--- config.mk ---
export PLATFORM = sky130hd
export DESIGN_NAME = tug_of_war_flat
export DESIGN_NICKNAME = d
export VERILOG_FILES = /design/src/rtl/tug_of_war_if.sv /design/src/rtl/tug_of_war.sv /design/src/flat_wrapper.sv
export SDC_FILE = /design/constraint.sdc
export NUM_CORES = 1
export LEC_CHECK = 0
export ABC_AREA = 0
export CAP_MARGIN = 25
export CORE_UTILIZATION = 39
export CTS_BUF_LIST = sky130_fd_sc_hd__clkbuf_8
export CTS_CLUSTER_DIAMETER = 120
export DETAILED_ROUTE_END_ITERATION = 10
export PLACE_DENSITY = 0.67
export SETUP_SLACK_MARGIN = 0.3
export SKIP_CTS_REPAIR_TIMING = 1
export SLEW_MARGIN = 25
export SYNTH_ARGS = -nofsm -noshare
export SYNTH_HDL_FRONTEND = slang
export SYNTH_SLANG_ARGS = --single-unit
--- constraint.sdc ---
create_clock -name clock -period 2.1 [get_ports clock]
set_input_delay 0.21 -clock clock [delete_from_list [all_inputs] [get_ports clock]]
set_output_delay 0.21 -clock clock [all_outputs]
set_load 0.02 [all_outputs]
--- src/rtl/tug_of_war_if.sv ---
// Player-facing signal bundle for the tug_of_war game: the two raw
// active-low keys going in, and the lamp field and seven-segment code
// coming out.
interface tug_of_war_if;
  logic       LeftButton;
  logic       RightButton;
  logic [9:0] LEDR;
  logic [6:0] display;

  // Driver side: whoever presses the keys and watches the lamps.
  modport master (
    output LeftButton,
    output RightButton,
    input  LEDR,
    input  display
  );

  // Game side.
  modport slave (
    input  LeftButton,
    input  RightButton,
    output LEDR,
    output display
  );
endinterface

--- src/rtl/tug_of_war.sv ---
// Two-player tug-of-war game on a 9-lamp field.
//
// Each raw key is edge-detected into a one-cycle press pulse. A lone left
// pulse moves the lit lamp toward LEDR[9] and a lone right pulse moves it
// toward LEDR[1]. Pulling off either end wins, which is terminal until
// reset. Simultaneous pulses cancel.
//
// Optional feature, macro TOW_INPUT_SYNC_EN:
//   defined   -> two synchronizer flops per key ahead of the edge detector;
//                a press shows up on the 3rd rising edge.
//   undefined -> the history flop samples the raw key directly;
//                a press shows up on the 1st rising edge.
module tug_of_war (
  input  logic         clock,
  input  logic         reset,
  tug_of_war_if.slave  bus
);

  typedef enum logic [1:0] {
    S_PLAY      = 2'd0,
    S_LEFT_WON  = 2'd1,
    S_RIGHT_WON = 2'd2
  } state_t;

  localparam logic [8:0] POS_CENTER  = 9'b0_0001_0000;  // lamp 5
  localparam logic [6:0] SEG_BLANK   = 7'b111_1111;
  localparam logic [6:0] SEG_TWO     = 7'b010_0100;
  localparam logic [6:0] SEG_ONE     = 7'b111_1001;

  logic left_in;
  logic right_in;

`ifdef TOW_INPUT_SYNC_EN
  logic [1:0] left_sync;
  logic [1:0] right_sync;

  // Two-flop synchronizers; reset to 1 so released keys look idle.
  // NOTE: sequential state uses non-blocking assignments so every flop
  // samples the pre-edge value of its neighbours, exactly like hardware.
  always_ff @(posedge clock) begin
    if (reset) begin
      left_sync  <= 2'b11;
      right_sync <= 2'b11;
    end else begin
      left_sync  <= {left_sync[0], bus.LeftButton};
      right_sync <= {right_sync[0], bus.RightButton};
    end
  end

  assign left_in  = left_sync[1];
  assign right_in = right_sync[1];
`else
  assign left_in  = bus.LeftButton;
  assign right_in = bus.RightButton;
`endif

  logic left_hist;
  logic right_hist;
  logic left_pulse;
  logic right_pulse;

  // History flops for falling-edge detection; reset to released.
  always_ff @(posedge clock) begin
    if (reset) begin
      left_hist  <= 1'b1;
      right_hist <= 1'b1;
    end else begin
      left_hist  <= left_in;
      right_hist <= right_in;
    end
  end

  // One pulse per 1->0 transition; holding the key yields nothing more.
  assign left_pulse  = left_hist & ~left_in;
  assign right_pulse = right_hist & ~right_in;

  state_t     state_q, state_d;
  logic [8:0] pos_q, pos_d;  // one-hot, bit 0 = lamp 1 (LEDR[1])

  // Game state register; reset restarts any game, won or not.
  always_ff @(posedge clock) begin
    if (reset) begin
      state_q <= S_PLAY;
      pos_q   <= POS_CENTER;
    end else begin
      state_q <= state_d;
      pos_q   <= pos_d;
    end
  end

  // Next-state logic: lone pulses move or win, paired pulses cancel.
  // NOTE: every always_comb output gets a default first so no path can
  // leave it unassigned and infer a latch.
  always_comb begin
    state_d = state_q;
    pos_d   = pos_q;
    case (state_q)
      S_PLAY: begin
        if (left_pulse && !right_pulse) begin
          if (pos_q[8]) begin
            state_d = S_LEFT_WON;
            pos_d   = '0;
          end else begin
            pos_d = pos_q << 1;
          end
        end else if (right_pulse && !left_pulse) begin
          if (pos_q[0]) begin
            state_d = S_RIGHT_WON;
            pos_d   = '0;
          end else begin
            pos_d = pos_q >> 1;
          end
        end
      end
      S_LEFT_WON, S_RIGHT_WON: begin
        pos_d = '0;
      end
      default: begin
        state_d = S_PLAY;
        pos_d   = POS_CENTER;
      end
    endcase
  end

  // Output decode from registered state only; LEDR[0] is never lit.
  always_comb begin
    bus.display = SEG_BLANK;
    case (state_q)
      S_LEFT_WON:  bus.display = SEG_TWO;
      S_RIGHT_WON: bus.display = SEG_ONE;
      default:     bus.display = SEG_BLANK;
    endcase
  end

  assign bus.LEDR = {pos_q, 1'b0};

endmodule

--- src/flat_wrapper.sv ---
// flat-port wrapper written by rule: the top's interface ports become plain ports
module tug_of_war_flat 
  (clock, reset, bus_LeftButton, bus_RightButton, bus_LEDR, bus_display);
  tug_of_war_if bus_i ();
  input  logic clock;
  input  logic reset;
  input wire logic [$bits(bus_i.LeftButton)-1:0] bus_LeftButton;
  input wire logic [$bits(bus_i.RightButton)-1:0] bus_RightButton;
  output wire logic [$bits(bus_i.LEDR)-1:0] bus_LEDR;
  output wire logic [$bits(bus_i.display)-1:0] bus_display;
  assign bus_i.LeftButton = bus_LeftButton;
  assign bus_i.RightButton = bus_RightButton;
  assign bus_LEDR = bus_i.LEDR;
  assign bus_display = bus_i.display;
  tug_of_war u_core (.clock(clock), .reset(reset), .bus(bus_i));
endmodule
==> results of run 1 <==
[metal layers]
metal / GRT usage / vias to the layer above / wire (um)
met5: 0 / - / 0
met4: 0.0800 / 0 / 23
met3: 0.0538 / 4 / 95
met2: 0.244 / 25 / 691
met1: 0.262 / 296 / 863
li1: - / 348 / -
[power by group]
| group | switching [mW] | internal (mW) |
|---|---|---|
| Clock | 0.0924 | 0.129 |
| Combinational | 0.0533 | 0.0406 |
| Sequential | 0.00990 | 0.257 |
[registers in the layout, summed over array words and instances (netlist names)]
register           flops
u_core.pos_q           9
u_core.state_q         2
u_core.left_hist       1
u_core.right_hist      1
[cells in the final DEF, fill, tap and decap left out, drive strengths merged, types with 4 or more instances in the layout]
master         instances
clkdlybuf4s50         14
dfxtp                 13
inv                    8
nand2b                 7
a21oi                  6
o2bb2ai                6
a41oi                  5
nand2                  5
nand3                  4
ha                     4
dlymetal6s2s           4
nor2                   4
[cell type report]
type                    instances  area (um^2)
fillers                       177          802
multi-input cells              63          447
flip-flops and latches         13          260
repair buffers                 18          190
clock buffers                   3         41.3
well taps                      25         31.3
inverters                       7         26.3
clock inverters                 1         3.75
[metrics by stage]
stage	cell area, um^2	util
floorplan	785	-
global placement	945	0.524
detailed placement	945	0.524
CTS	990	0.549
global route	1000	0.555
finish	1000	0.555
[critical path, cell delays in order (launching register included)]
cell	delay [ps]
dfxtp_1	350
inv_1	90
ha_1	180
inv_1	90
clkdlybuf4s50_1	610
[cells by family (layout without fill, tap and decap cells)]
| group | count (synthesis) | count (layout) | synth area share |
|---|---|---|---|
| compound gates | 24 | 24 | 0.231 |
| flops | 13 | 13 | 0.332 |
| simple gates | 32 | 32 | 0.254 |
| buf+inv | 15 | 29 | 0.0989 |
| other cells | 2 | 2 | 0.00957 |
| xor+xnor | 1 | 1 | 0.0112 |
| fa+ha+maj | 4 | 4 | 0.0638 |
[worst max path at each step]
stage,to,slack (ps),depth (start not counted)
2_1_floorplan,u_core.state_q[1],660,5
3_3_place_gp,bus_display[1],370,4
3_5_place_dp,bus_display[1],350,4
4_1_cts,bus_display[1],70,4
5_1_grt,bus_display[3],250,4
6_report,bus_display[6],340,4
==> flow_summary_export.csv, run 1 <==
group,metric,value,unit
floorplan,die_w,46.9,um
layout,layout-drive-gt1-share,0.0952,
floorplan,core,1800,um^2
drt,postRouteAntennaNets,0,
critical_path,reg2regPathDepth,6,
layout,fin_nets,114,
min_path,hold-path-endpoint,"u_core.pos_q[2]",
synth,ys_seq_area_frac,0.332,
critical_path,startpoint,"u_core.state_q[1]",
synth,syn_area,785,um^2
place,dp_cells,126,
synth,avgSynthCellArea,8.62,um^2
drt,drtPass1Iterations,4,
synth,ys_seq_elements,13,
power_and_ir_drop,p_leak,0.364,nW
drt,drc_errors,0,
synth,synth_ff_type,"dfxtp_1",
layout,antennaDiodeCount,0,
critical_path,critPathLaunchType,"register",
drt,vias_per_cell,5.18,
min_path,hold_class,"register to register",
clock_tree,cts-htree-levels,1,
layout,instances_no_fill,130,
critical_path,crit_fanout,4,
global_routing,antenna_found_initial,0,
timing,post-route-min-period,1760,ps
place,place_congestion,0.793,
critical_path,path_class,"register to output pin",
floorplan,ios,21,
run,cap_violations,0,
synth,synthTopCellsByCount,"13 x dfxtp_1, 7 x inv_1, 6 x a21oi_1, 6 x nand2b_1, 6 x o2bb2ai_1",
critical_path,critPathRequiredTime,1890,ps
clock_tree,clk_path_buf_depth,2,
drt,wire_per_inst,12.9,um
timing,rsz0062_at_grt,"yes",
place,io_buffers,18,
critical_path,r2r_setup_slack,600,ps
timing,hold_ws,503,ps
global_routing,grt_overflow,0,
critical_path,r2r-end,"u_core.pos_q[8]",
global_routing,grt_usage,0.181,
synth,yosysMostFrequentCell,"dfxtp_1",
drt,wl,1670,um
timing,hold_viol,0,
timing,final.setup.worst_slack,339,ps
synth,synth.top_cells.by_area,"dfxtp_1 33%, o2bb2ai_1 6.7%, ha_1 6.4%",
floorplan,die_area,2190,um^2
floorplan,die_y,46.9,um
timing,timing.setup.tns,0,ps
place,place_hpwl,1200,um
drt,vias,673,
synth,yosysWarningCount,0,
min_path,whs_path_depth,1,
timing,timing.final.crit_share,0.839,
timing,slew_viol_final,0,
global_routing,grt_max_degree,13,
timing,skew,2.12,ps
critical_path,arrival,1550,ps
floorplan,initial_core_util,0.435,
clock_tree,path_clk_slew,50,ps
layout,areaGrowthSynthToFinish,27.4,%
power_and_ir_drop,peakVddDrop,0.345,mV
synth,postSynth.asyncResetShare,0,
critical_path,rr_startpoint,"u_core.state_q[0]",
power_and_ir_drop,power_density,582,nW/um^2
synth,synth-edff-count,0,
min_path,hp-start,"u_core.pos_q[2]",
status,outcome,"complete, no violations",
power_and_ir_drop,power.total,582,uW
critical_path,critPathCaptureType,"output pin",
clock_tree,cts_sinks,13,
clock_tree,cts-buffers-inserted,3,
clock_tree,root_buffer,"clkbuf_8",
timing,finalSetupViolations,0,
global_routing,grt_pass1_vias,602,
drt,drt_iter0_drc,20,
synth,synth_cells,91,
clock_tree,cts_tree,"done",
global_routing,grt_pass1_wl,2790,um
synth,yosysTopAreaCell,"dfxtp_1",
synth,synth_top_cell_area_share,0.332,
place,pre_cts_ws,349,ps
synth,syn_nets,99,
floorplan,rows,15,
clock_tree,insertion_delay,240,ps
synth,synth_cell_types,32,
timing,fmax,568,MHz
No activity file was read; power rests on OpenSTA's default activity.
==> inputs of run 2 (changes only) <==
==> constraint.sdc (replaced) <==
create_clock -name clock -period 1.7 [get_ports clock]
set_input_delay 0.17 -clock clock [delete_from_list [all_inputs] [get_ports clock]]
set_output_delay 0.17 -clock clock [all_outputs]
set_load 0.02 [all_outputs]
==> run 2 against run 1 <==
Via count up 11%. Worst hold slack better by 1.6 ps. Global-route usage down 1.7 points. Clock skew down 1.5 ps. Highest routed layer unchanged.
==> flow_summary_export.csv, run 2 (same netlist as run 1, synthesis figures left out) <==
group,metric,value,unit
timing,rsz0062_at_grt,"yes",
clock_tree,cts-htree-levels,1,
clock_tree,cts-buffers-inserted,3,
clock_tree,root_buffer,"clkbuf_8",
floorplan,rows,15,
timing,fmax,719,MHz
critical_path,critPathCaptureType,"output pin",
layout,fin_nets,118,
floorplan,die_area,2190,um^2
drt,drt_iter0_drc,34,
critical_path,critPathLaunchType,"register",
global_routing,grt_max_degree,13,
timing,timing.setup.tns,0,ps
layout,final_common_cell,"dfxtp_1",
drt,vias_per_cell,5.59,
layout,multiInputGateArea,473,um^2
layout,largest_reg_flops,9,
drt,drc_errors,0,
floorplan,initial_core_util,0.435,
timing,hold_viol,0,
layout,final_cell_mix,"12 x dfxtp_1, 11 x dlymetal6s2s_1",
timing,skew,0.577,ps
status,outcome,"complete, no violations",
layout,areaGrowthSynthToFinish,34.4,%
run,cap_violations,0,
place,place_hpwl,1230,um
clock_tree,path_clk_slew,60,ps
floorplan,die_w,46.9,um
place,place_congestion,0.794,
layout,antennaDiodeCount,0,
layout,layout-drive-gt1-share,0.220,
clock_tree,cts_tree,"done",
min_path,hold_class,"register to register",
global_routing,antenna_found_initial,0,
drt,drtPass1Iterations,4,
timing,finalSetupViolations,0,
power_and_ir_drop,power.total,722,uW
critical_path,arrival,1220,ps
clock_tree,clk_path_buf_depth,2,
critical_path,critPathRequiredTime,1530,ps
layout,utilization,0.585,
place,pre_cts_ws,71.3,ps
floorplan,ios,21,
global_routing,grt_overflow,0,
global_routing,grt_pass1_wl,2530,um
place,io_buffers,18,
timing,slew_viol_final,0,
power_and_ir_drop,p_leak,0.538,nW
timing,post-route-min-period,1390,ps
clock_tree,cts_sinks,13,
timing,hold_ws,504,ps
critical_path,path_class,"register to output pin",
power_and_ir_drop,power_density,684,nW/um^2
timing,final.setup.worst_slack,308,ps
drt,vias,749,
layout,top_regs,"u_core.pos_q (9), u_core.state_q (2)",
timing,timing.final.crit_share,0.819,
clock_tree,insertion_delay,240,ps
critical_path,crit_fanout,5,
layout,top_register,"u_core.pos_q",
global_routing,grt_pass1_vias,571,
floorplan,core,1800,um^2
drt,wl,1770,um
floorplan,die_y,46.9,um
power_and_ir_drop,peakVddDrop,0.454,mV
layout,seq_area,262,um^2
drt,postRouteAntennaNets,0,
layout,num-fill-cells,164,
drt,wire_per_inst,13.2,um
global_routing,grt_usage,0.164,
==> run 2: changes by cell type in the layout (fill, tap and decap cells not counted), sizes merged <==
| cell | before | now |
|---|---|---|
| buf | 0 | 4 |
| dlymetal6s2s | 4 | 11 |
| clkdlybuf4s50 | 14 | 3 |
| clkbuf | 3 | 7 |
==> run 2: per-layer routing <==
layer | vias up | GRT usage | share of wire
li1 | 360 | - | -
met5 | - | 0 | 0
met4 | 0 | 0.0686 | 0.014
met1 | 361 | 0.230 | 0.48
met2 | 24 | 0.242 | 0.46
met3 | 4 | 0.0346 | 0.051
==> run 2: worst paths after layout <==
path	cells after the start	startpoint	slack, ps	end
max reg2reg	6	u_core.state_q[1]	390	u_core.pos_q[8]
max	4	u_core.state_q[1]	310	bus_display[1]
min	1	u_core.pos_q[2]	500	u_core.pos_q[2]
min reg2reg	1	u_core.pos_q[2]	500	u_core.pos_q[2]
==> run 2: critical path: stages, from the launching register on <==
cell and delay (ps):
dfxtp_1 370, inv_2 80, ha_4 290, inv_2 40, dlymetal6s2s_1 200
==> run 2: area by class of cell <==
type                    instances  area share
clock buffers                   3      0.0391
multi-input cells              63       0.448
inverters                       7      0.0249
repair buffers                 22       0.206
flip-flops and latches         13       0.248
clock inverters                 1     0.00356
well taps                      25      0.0297
==> run 2: power by group <==
part / leakage, nW / total, mW / internal (mW) / switching (mW)
Sequential: 0.106 / 0.329 / 0.317 / 0.0123
Combinational: 0.405 / 0.125 / 0.0556 / 0.0690
Clock: 0.0269 / 0.268 / 0.159 / 0.108
Total: 0.538 / 0.722 / 0.532 / 0.190
==> run 2: through the flow <==
step                      std cells  cell area, um^2
after global placement          130              975
after floorplan                  91              785
after CTS                       134             1020
after global routing            134             1050
final                           134             1050
after detailed placement        130              975
==> inputs of run 3 (changes only) <==
==> constraint.sdc (replaced) <==
create_clock -name clock -period 1.3 [get_ports clock]
set_input_delay 0.13 -clock clock [delete_from_list [all_inputs] [get_ports clock]]
set_output_delay 0.13 -clock clock [all_outputs]
set_load 0.02 [all_outputs]
==> run 3 against run 2 <==
Worst hold slack got worse by 290 ps. Combinational power grew 88%. Clock skew about the same. Largest power group unchanged. Non-clock buffer count increased by 16. Critical endpoint is now u_core.pos_q[4]. Flip-flop and latch count did not move.
==> flow_summary_export.csv, run 3 (same netlist as run 1, synthesis figures left out) <==
group,metric,value,unit
power_and_ir_drop,p_leak,0.541,nW
floorplan,ios,21,
critical_path,critPathCaptureType,"register",
timing,post-route-min-period,1280,ps
layout,top_regs,"u_core.pos_q (9), u_core.state_q (2)",
floorplan,initial_core_util,0.435,
critical_path,critPathBufInv,3,
clock_tree,cts_tree,"done",
drt,vias_per_cell,5.27,
power_and_ir_drop,switching_share,0.283,
clock_tree,cts-htree-levels,1,
clock_tree,cts_sinks,13,
critical_path,r2r-end,"u_core.pos_q[4]",
layout,largest_reg_flops,9,
critical_path,slowest_delay,340,ps
critical_path,crit_chain,"inv_2 > ha_4 > clkinv_4 > buf_6 > o32ai_2 > a31oi_1",
status,outcome,"complete, no violations",
critical_path,critPathRequiredTime,1420,ps
critical_path,path_delay_family,"flip-flops",
clock_tree,root_buffer,"clkbuf_8",
timing,timing.setup.tns,0,ps
power_and_ir_drop,p_seq_frac,0.421,
timing,finalSetupViolations,0,
clock_tree,path_clk_slew,50,ps
drt,postRouteAntennaNets,0,
power_and_ir_drop,combPwrFrac,0.231,
timing,hold_ws,211,ps
place,place_congestion,0.817,
place,io_buffers,18,
layout,areaGrowthSynthToFinish,65.7,%
global_routing,grt_max_degree,13,
drt,vias,791,
critical_path,rr_startpoint,"u_core.state_q[0]",
critical_path,arrival,1400,ps
layout,final_cell_mix,"17 x buf_4, 8 x clkbuf_2, 8 x buf_6, 7 x dfxtp_1",
power_and_ir_drop,internal_power,731,uW
layout,num-fill-cells,148,
timing,slew_viol_final,0,
timing,fmax,782,MHz
place,pre_cts_ws,-178,ps
min_path,hold-path-endpoint,"u_core.left_hist",
global_routing,grt_pass1_vias,661,
floorplan,die_area,2190,um^2
critical_path,cp_slowest_cell,"dfxtp_2",
clock_tree,insertion_delay,240,ps
clock_tree,cts-buffers-inserted,3,
power_and_ir_drop,peakVddDrop,0.866,mV
run,cap_violations,0,
floorplan,die_y,46.9,um
place,dp_cells,139,
drt,drc_errors,0,
critical_path,critPathLaunchType,"register",
min_path,hp-start,"bus_LeftButton",
floorplan,rows,15,
global_routing,grt_usage,0.189,
min_path,whs_path_depth,2,
layout,final_common_cell,"buf_4",
drt,wl,2060,um
layout,fin_nets,134,
drt,drtPass1Iterations,4,
critical_path,crit_fanout,3,
power_and_ir_drop,power_density,784,nW/um^2
layout,layout-drive-gt1-share,0.600,
floorplan,die_w,46.9,um
critical_path,path_class,"register to register",
power_and_ir_drop,clkPwrFrac,0.348,
layout,multiInputGateArea,604,um^2
global_routing,grt_overflow,0,
layout,top_register,"u_core.pos_q",
timing,timing.final.crit_share,0.984,
layout,antennaDiodeCount,0,
timing,skew,0.917,ps
layout,seq_area,270,um^2
layout,instances_no_fill,150,
global_routing,antenna_found_initial,0,
place,place_hpwl,1370,um
drt,drt_iter0_drc,17,
clock_tree,clk_path_buf_depth,2,
global_routing,grt_pass1_wl,2940,um
drt,wire_per_inst,13.7,um
timing,final.setup.worst_slack,21.2,ps
timing,rsz0062_at_grt,"yes",
timing,hold_viol,0,
power_and_ir_drop,power.switching,288,uW
min_path,hold_class,"input port to register",
critical_path,r2r_setup_slack,20,ps
floorplan,core,1800,um^2
critical_path,reg2regPathDepth,6,
==> run 3: metal layers <==
metal,global-route usage,part of all wire
met3,0.0885,0.052
met2,0.283,0.48
met1,0.249,0.45
met5,0,0
met4,0.0400,0.013
==> run 3: power by group through the flow <==
stage	Sequential (mW)	Clock [mW]	Combinational [mW]
final	0.429	0.355	0.235
after detailed placement	0.435	0	0.208
after floorplan	0.449	0	0.122
after global routing	0.429	0.383	0.254
after CTS	0.426	0.365	0.209
after global placement	0.435	0	0.206
==> run 3: area by class of cell <==
cell class,count,share of cell area
Timing Repair Buffer,38,0.244
Inverter,7,0.0241
Sequential cell,13,0.208
Clock inverter,1,0.00289
Clock buffer,3,0.0318
Multi-Input combinational cell,63,0.465
Tap cell,25,0.0241
==> run 3: stage by stage <==
stage                     instance area, um^2   util  power (mW)
after detailed placement                 1130  0.630       0.643
final                                    1300  0.722        1.02
after global routing                     1300  0.722        1.07
after CTS                                1180  0.655        1.00
after global placement                   1130  0.630       0.641
after floorplan                           893      -       0.571
==> run 3: how the worst max path moves through the flow <==
stage | from | endpoint | slack [ps] | depth (start not counted)
2_1_floorplan | u_core.left_hist | u_core.state_q[0] | 140 | 4
4_1_cts | u_core.state_q[1] | bus_display[1] | -360 | 4
3_5_place_dp | bus_LeftButton | u_core.state_q[0] | -180 | 5
5_1_grt | u_core.state_q[0] | u_core.pos_q[4] | -30 | 6
6_report | u_core.state_q[0] | u_core.pos_q[4] | 20 | 6
3_3_place_gp | bus_LeftButton | u_core.state_q[0] | -160 | 5
==> run 3: worst register-to-register path, cell delays in order, from the launching register on <==
cell      delay [ps]
dfxtp_2          340
inv_2             60
ha_4             280
clkinv_4          50
buf_6            110
o32ai_2          240
a31oi_1           80
